[config.mk]
export PLATFORM = sky130hd
export DESIGN_NAME = sensor_sample_buffer_flat
export DESIGN_NICKNAME = d
export VERILOG_FILES = /design/src/rtl/sensor_sample_buffer_if.sv /design/src/rtl/sensor_sample_buffer.sv /design/src/flat_wrapper.sv
export SDC_FILE = /design/constraint.sdc
export NUM_CORES = 2
export LEC_CHECK = 0
export BUFFER_PORTS_ARGS = -buffer_cell sky130_fd_sc_hd__buf_2
export CORE_MARGIN = 1.5
export CORE_UTILIZATION = 35
export DETAILED_ROUTE_END_ITERATION = 12
export MAX_ROUTING_LAYER = met4
export PLACE_DENSITY = 0.59
export SYNTH_ARGS = -nofsm -noshare
export SYNTH_HDL_FRONTEND = slang
export SYNTH_SLANG_ARGS = --single-unit
[constraint.sdc]
create_clock -name clk -period 2.85 [get_ports clk]
set_clock_uncertainty 0.1 [all_clocks]
set_input_delay 0.1425 -clock clk [delete_from_list [all_inputs] [get_ports clk]]
set_output_delay 0.1425 -clock clk [all_outputs]
set_load 0.1 [all_outputs]
[src/rtl/sensor_sample_buffer_if.sv]
// sensor_sample_buffer_if
//
// Purpose: bundles the register-side control/readback signals and the
// sensor-side sample handshake of the sample-buffer controller.
//
// Signals:
//   sctrl_en        collection enable (level), wrapper -> buffer
//   sctrl_clear     buffer clear (level), wrapper -> buffer
//   sctrl_addr      read word index, wrapper -> buffer
//   sctrl_out       buffer entry at sctrl_addr, buffer -> wrapper
//   sctrl_interrupt buffer full, buffer -> wrapper
//   sensor_ready    sample valid, one sample per high cycle, sensor -> buffer
//   sensor_out      sensor sample, sensor -> buffer
//   sensor_en       sensor request/enable, buffer -> sensor
//   sctrl_drop_cnt  (only with SENSOR_BUF_DROP_CNT_EN) saturating count of
//                   samples offered while the buffer was full
//
// Modports: slave = the buffer controller, master = the wrapper/sensor side.
// Optional feature macro: SENSOR_BUF_DROP_CNT_EN.

interface sensor_sample_buffer_if #(
  parameter int ADDR_W = 6,
  parameter int DATA_W = 32
);

  logic              sctrl_en;
  logic              sctrl_clear;
  logic [ADDR_W-1:0] sctrl_addr;
  logic [DATA_W-1:0] sctrl_out;
  logic              sctrl_interrupt;
  logic              sensor_ready;
  logic [DATA_W-1:0] sensor_out;
  logic              sensor_en;
`ifdef SENSOR_BUF_DROP_CNT_EN
  logic [7:0]        sctrl_drop_cnt;
`endif

`ifdef SENSOR_BUF_DROP_CNT_EN
  modport slave (
    input  sctrl_en, sctrl_clear, sctrl_addr, sensor_ready, sensor_out,
    output sctrl_out, sctrl_interrupt, sensor_en, sctrl_drop_cnt
  );

  modport master (
    output sctrl_en, sctrl_clear, sctrl_addr, sensor_ready, sensor_out,
    input  sctrl_out, sctrl_interrupt, sensor_en, sctrl_drop_cnt
  );
`else
  modport slave (
    input  sctrl_en, sctrl_clear, sctrl_addr, sensor_ready, sensor_out,
    output sctrl_out, sctrl_interrupt, sensor_en
  );

  modport master (
    output sctrl_en, sctrl_clear, sctrl_addr, sensor_ready, sensor_out,
    input  sctrl_out, sctrl_interrupt, sensor_en
  );
`endif

endinterface

[src/rtl/sensor_sample_buffer.sv]
// sensor_sample_buffer
//
// Purpose: sample-buffer controller between the external sensor and the
// sensor AXI wrapper. While enabled it captures one sensor word per
// sensor_ready cycle into a DEPTH-entry flop memory, then stops collecting
// and raises sctrl_interrupt once the buffer is full. Any entry can be read
// combinationally by word address; sctrl_clear rewinds the write pointer
// without zeroing the stored data.
//
// Ports:
//   clk  clock
//   rst  asynchronous, active-low reset
//   bus  sensor_sample_buffer_if.slave (control, readback and sensor handshake)
//
// Parameters: DEPTH (power of two), ADDR_W = log2(DEPTH), DATA_W sample width.
// Optional feature macro: SENSOR_BUF_DROP_CNT_EN adds bus.sctrl_drop_cnt, an
// 8-bit saturating count of samples offered while FULL.

module sensor_sample_buffer #(
  parameter int DEPTH  = 64,
  parameter int ADDR_W = 6,
  parameter int DATA_W = 32
) (
  input  logic                   clk,
  input  logic                   rst,
  sensor_sample_buffer_if.slave  bus
);

  typedef enum logic [1:0] {
    IDLE    = 2'd0,
    COLLECT = 2'd1,
    FULL    = 2'd2
  } state_t;

  state_t            state_q, state_d;
  logic [ADDR_W-1:0] wptr_q,  wptr_d;
  logic [DATA_W-1:0] mem_q [DEPTH];
  logic [DATA_W-1:0] mem_d [DEPTH];
  logic              wr_en;
  logic              last_write;

`ifdef SENSOR_BUF_DROP_CNT_EN
  logic [7:0]        drop_cnt_q, drop_cnt_d;
`endif

  // Clear wins over a write in the same cycle, so the sample is dropped.
  assign wr_en      = (state_q == COLLECT) && bus.sensor_ready && !bus.sctrl_clear;
  assign last_write = wr_en && (wptr_q == ADDR_W'(DEPTH - 1));

  // State register
  always_ff @(posedge clk or negedge rst) begin
    if (!rst) begin
      state_q <= IDLE;
      wptr_q  <= '0;
      mem_q   <= '{default: '0};
`ifdef SENSOR_BUF_DROP_CNT_EN
      drop_cnt_q <= '0;
`endif
    end else begin
      state_q <= state_d;
      wptr_q  <= wptr_d;
      mem_q   <= mem_d;
`ifdef SENSOR_BUF_DROP_CNT_EN
      drop_cnt_q <= drop_cnt_d;
`endif
    end
  end

  // Next-state logic
  always_comb begin
    state_d = state_q;
    wptr_d  = wptr_q;
    mem_d   = mem_q;

    if (wr_en) begin
      mem_d[wptr_q] = bus.sensor_out;
      // Natural wrap of the pointer brings it back to 0 on the final write.
      wptr_d        = wptr_q + ADDR_W'(1);
    end

    if (bus.sctrl_clear) begin
      state_d = IDLE;
      wptr_d  = '0;
    end else begin
      unique case (state_q)
        IDLE: begin
          if (bus.sctrl_en) state_d = COLLECT;
        end
        COLLECT: begin
          // Filling the last slot takes precedence over a disable, since
          // FULL is only left through clear.
          if (last_write)           state_d = FULL;
          else if (!bus.sctrl_en)   state_d = IDLE;
        end
        FULL: begin
          state_d = FULL;
        end
        default: begin
          state_d = IDLE;
        end
      endcase
    end
  end

`ifdef SENSOR_BUF_DROP_CNT_EN
  always_comb begin
    drop_cnt_d = drop_cnt_q;
    if (bus.sctrl_clear) begin
      drop_cnt_d = '0;
    end else if ((state_q == FULL) && bus.sensor_ready && (drop_cnt_q != 8'hFF)) begin
      drop_cnt_d = drop_cnt_q + 8'd1;
    end
  end
`endif

  // Output decode: strobes come straight from the registered state.
  always_comb begin
    bus.sensor_en       = (state_q == COLLECT);
    bus.sctrl_interrupt = (state_q == FULL);
    bus.sctrl_out       = mem_q[bus.sctrl_addr];
`ifdef SENSOR_BUF_DROP_CNT_EN
    bus.sctrl_drop_cnt  = drop_cnt_q;
`endif
  end

endmodule

[src/flat_wrapper.sv]
// flat-port wrapper written by rule: the top's interface ports become plain ports
module sensor_sample_buffer_flat 
#(
  parameter int DEPTH  = 64,
  parameter int ADDR_W = 6,
  parameter int DATA_W = 32
)
  (clk, rst, bus_sctrl_en, bus_sctrl_clear, bus_sctrl_addr, bus_sensor_ready, bus_sensor_out, bus_sctrl_out, bus_sctrl_interrupt, bus_sensor_en);
  sensor_sample_buffer_if #(.ADDR_W(ADDR_W), .DATA_W(DATA_W)) bus_i ();
  input  logic clk;
  input  logic rst;
  input wire logic [$bits(bus_i.sctrl_en)-1:0] bus_sctrl_en;
  input wire logic [$bits(bus_i.sctrl_clear)-1:0] bus_sctrl_clear;
  input wire logic [$bits(bus_i.sctrl_addr)-1:0] bus_sctrl_addr;
  input wire logic [$bits(bus_i.sensor_ready)-1:0] bus_sensor_ready;
  input wire logic [$bits(bus_i.sensor_out)-1:0] bus_sensor_out;
  output wire logic [$bits(bus_i.sctrl_out)-1:0] bus_sctrl_out;
  output wire logic [$bits(bus_i.sctrl_interrupt)-1:0] bus_sctrl_interrupt;
  output wire logic [$bits(bus_i.sensor_en)-1:0] bus_sensor_en;
  assign bus_i.sctrl_en = bus_sctrl_en;
  assign bus_i.sctrl_clear = bus_sctrl_clear;
  assign bus_i.sctrl_addr = bus_sctrl_addr;
  assign bus_i.sensor_ready = bus_sensor_ready;
  assign bus_i.sensor_out = bus_sensor_out;
  assign bus_sctrl_out = bus_i.sctrl_out;
  assign bus_sctrl_interrupt = bus_i.sctrl_interrupt;
  assign bus_sensor_en = bus_i.sensor_en;
  sensor_sample_buffer #(.DEPTH(DEPTH), .ADDR_W(ADDR_W), .DATA_W(DATA_W)) u_core (.clk(clk), .rst(rst), .bus(bus_i));
endmodule
==> metrics.md <==
| Metric | Value |
|---|---|
| Status | finished, violations left |
| Violations in the final reports | setup timing |
| Effective utilization at floorplan | 0.352 |
| Final slew viol count | 0 |
| Upper clock frequency limit | 305 MHz |
| Post-Syn Nets | 5964 |
| Post-synth EDFFs | 0 |
| Worst Hold Endpoint | u_core.mem_q[1713]$_DFFE_PN0P_ |
| Worst reg2reg path startpoint | u_core.wptr_q[0]$_DFFE_PN0P_ |
| Critical Path Source Type | flop |
| Post-route minimum period | 3.28 ns |
| Power density cells | 577 nW/um^2 |
| Leak Pwr | 53.2 nW |
| Most common cell after layout, fill and taps aside | dfrtp_1 |
| Portion of the clock cycle consumed by the worst path in the final layout | 1.15 |
| Total via count after detailed routing | 54461 |
| Worst ir drop on vdd | 0.526 mV |
| Seq/Total Area, Yosys | 0.552 |
| Worst path setup slack after routing | -0.426 ns |
| Post-Place Cell Area | 101000 sq um |
| CTS H-tree lvls | 4 |
| GRT Util Overall | 0.211 |
| Clk slew on worst S/H paths | 0.06 ns |
| Cell area after synthesis | 93200 sq um |
| Die ar. | 269000 sq um |
| Mean Syn Cell Area | 15.7 sq um |
| Overall power of the completed layout | 64.0 mW |
| Worst hold path class | in -> reg |
| WP data arrival | 3.03 ns |
| Placed instance count | 9406 |
| Root Driver | clkbuf_16 |
| Max cap viols | 0 |
| Register-to-register setup slack | 0.09 ns |
| Number of distinct library cells after synthesis | 57 |
| Path depth of the worst reg2reg path | 8 |
| Final net count | 6149 |
| Endpoint type of the worst setup path | output pin |
| Hold Path Origin | bus_sensor_out[17] |
| Setup Viol. Count Final | 25 |
| Vias in the first global route | 57895 |
| Number of failing hold endpoints at the final stage | 0 |
| Per-cell via count in the routed design | 5.54 |
| Antenna violations before repair | 7 |
| Number of instances in the synthesized netlist | 5920 |
| Height of the chip | 519 um |
| Drt first pass iters | 6 |
| Post-detail-place hpwl | 171000 um |
| Reg-to-reg critical path endpoint | u_core.mem_q[1566]$_DFFE_PN0P_ |
| Number of top-level pins | 77 |
| Commonest cells after routing, fill and taps aside | dfrtp_1 (2056), mux2_2 (2020), mux4_2 (466) |
| Routed WL | 275000 um |
| Overflow left after global routing | 0 |
| Overall die width | 519 um |
| Ratio of cells with drive above 1 in the final layout | 0.587 |
| Unrepaired setup endpoints after global routing | yes |
| Area growth syn-to-layout | 19.0% |
| Clk_lat worst skew | 0.88 ns |
| Initial detailed-routing violation count | 4007 |
| Required time at the worst-slack endpoint | 2.61 ns |
| Floorplan core area | 265000 sq um |
| Crit Path Category | reg -> out |
| Worst Path Max Fanout | 2 |
| Number of cells on the worst hold path | 3 |
| TritonCTS clock tree | done |
| Finished Layout Cells | 9828 |
| Final design utilization | 0.419 |
| Row count | 189 |
| Clock buffers created by TritonCTS | 213 |
| Fraction of registers with async set or reset after synthesis | 1.00 |
| First-pass GRT wire length | 409000 um |
| Slew at the pin closest to its max-slew limit | 1.24 ns |
| Maximum count of clock buffers along a single path | 3 |
| DRC Markers | 0 |
| WL/cell | 28.0 um |
| Top flip-flop cell by instance count after synthesis | dfrtp_1 |
| Port-buffer cells | 76 |
| Maximum number of pins on one net before global-route repair | 166 |
| #FFs+latches synth | 2056 |
| Antenna viol nets, final | 0 |
| TritonCTS sink count | 2056 |
| Final instance area | 111000 sq um |
| Remaining max-slew budget at the tightest pin | 0.170 |
| Synth warnings | 0 |
| Weighted congestion reported at the end of routability-driven placement | 0.806 |
## cell usage after synthesis, types with 3 or more instances
master        n  area, sq um
dfrtp_1    2056        51400
mux2_2     2034        22900
mux4_2      466        10500
clkbuf_1    282         1060
buf_2       165          826
mux2i_1     149         1490
buf_1       122          458
o22ai_1     106          663
nor2_1       66          248
nand2_1      61          229
mux2_4       40          601
a21oi_1      38          190
o21ai_0      30          150
a22oi_1      27          203
buf_6        25          282
o221ai_1     25          219
nor4_1       21          131
o211ai_1     20          150
nand3_1      16         80.1
nand2b_1     15         93.8
buf_4        14          105
nor3_1       14         70.1
o22a_1       13          114
nor2b_1      10         62.6
nand2_4       9          101
a2bb2oi_1     7         61.3
a31oi_1       7         43.8
and4_1        7         61.3
nand3b_1      7         52.6
a221oi_1      6         52.6
a22o_1        6         52.6
nand4_1       6         37.5
and2_1        5         31.3
or3b_2        5         43.8
o2111ai_1     4         35.0
and3b_1       3         26.3
or3_1         3         18.8
## per-stage QoR
stage | setup TNS (ns) | hold WS, ns | setup WS [ns]
after floorplan | 0 | -0.253 | 0.0907
after global placement | -3.53 | -0.0209 | -0.742
after detailed placement | -3.36 | -0.0144 | -0.699
after CTS | -5.05 | 0.0224 | -0.567
after global routing | -4.86 | 0.0658 | -0.506
final | -2.52 | 0.0879 | -0.426
## final cells by class
| cell class | instances | area (sq um) |
|---|---|---|
| Timing Repair Buffer | 578 | 6500 |
| Fill cell | 23867 | 154000 |
| Antenna cell | 2 | 5.00 |
| Sequential cell | 2056 | 51400 |
| Clock buffer | 302 | 6130 |
| Tap cell | 3533 | 4420 |
| Inverter | 2 | 7.51 |
| Multi-Input combinational cell | 3254 | 40900 |
| Clock inverter | 101 | 1450 |
## critical path: stages, from the launching register on
cell and delay [ns]:
dfrtp_1 0.37, mux4_2 0.46, mux2_4 0.27, o211ai_1 0.60
a2bb2oi_2 0.22, buf_12 0.22
## flip-flops by register name, indices dropped and copies added, names as in the netlist
register and flops:
u_core.mem_q 2048, u_core.wptr_q 6, u_core.state_q 2
## report_power, final
part / switching [mW] / internal (mW) / leakage, nW
registers: 0.103 / 29.4 / 28.7
logic: 3.05 / 1.61 / 20.8
clock network: 12.5 / 17.3 / 3.74
total: 15.7 / 48.3 / 53.2
## timing repair
action,4_1_cts,5_1_grt
pin swaps,55,34
setup buffers,4,7
cloned,0,0
resized for setup,261,62
endpoints found under the hold margin,2778,0
hold buffers,33,0
setup endpoints to repair,32,32
## worst max path at each step
stage | start | end | slack, ns | depth (start not counted)
floorplan | bus_sctrl_addr[0] | bus_sctrl_out[10] | 0.09 | 8
global placement | bus_sctrl_addr[0] | bus_sctrl_out[31] | -0.74 | 10
detailed placement | bus_sctrl_addr[0] | bus_sctrl_out[31] | -0.70 | 10
CTS | u_core.mem_q[266]$_DFFE_PN0P_ | bus_sctrl_out[10] | -0.57 | 5
global route | u_core.mem_q[266]$_DFFE_PN0P_ | bus_sctrl_out[10] | -0.51 | 5
finish | u_core.mem_q[266]$_DFFE_PN0P_ | bus_sctrl_out[10] | -0.43 | 5
## per-layer routing
layer | vias up | track usage | routed length (um)
met5 | - | - | 0
met4 | 0 | 0.0543 | 7000
met2 | 1300 | 0.324 | 130000
li1 | 22451 | - | -
met1 | 30319 | 0.291 | 126000
met3 | 391 | 0.0319 | 12900
## logic make-up (layout without fill, tap and decap cells)
kind of cell	after synthesis	in the layout	synth area share
flops	2056	2056	0.552
fa+ha+maj	1	1	0.000134
other cells	0	2	0
buf+inv	610	983	0.0294
compound gates	298	298	0.0216
mux	2691	2691	0.381
simple gates	260	260	0.0151
xor+xnor	4	4	0.000376
Note: power is estimated with default switching activity, not from simulation.
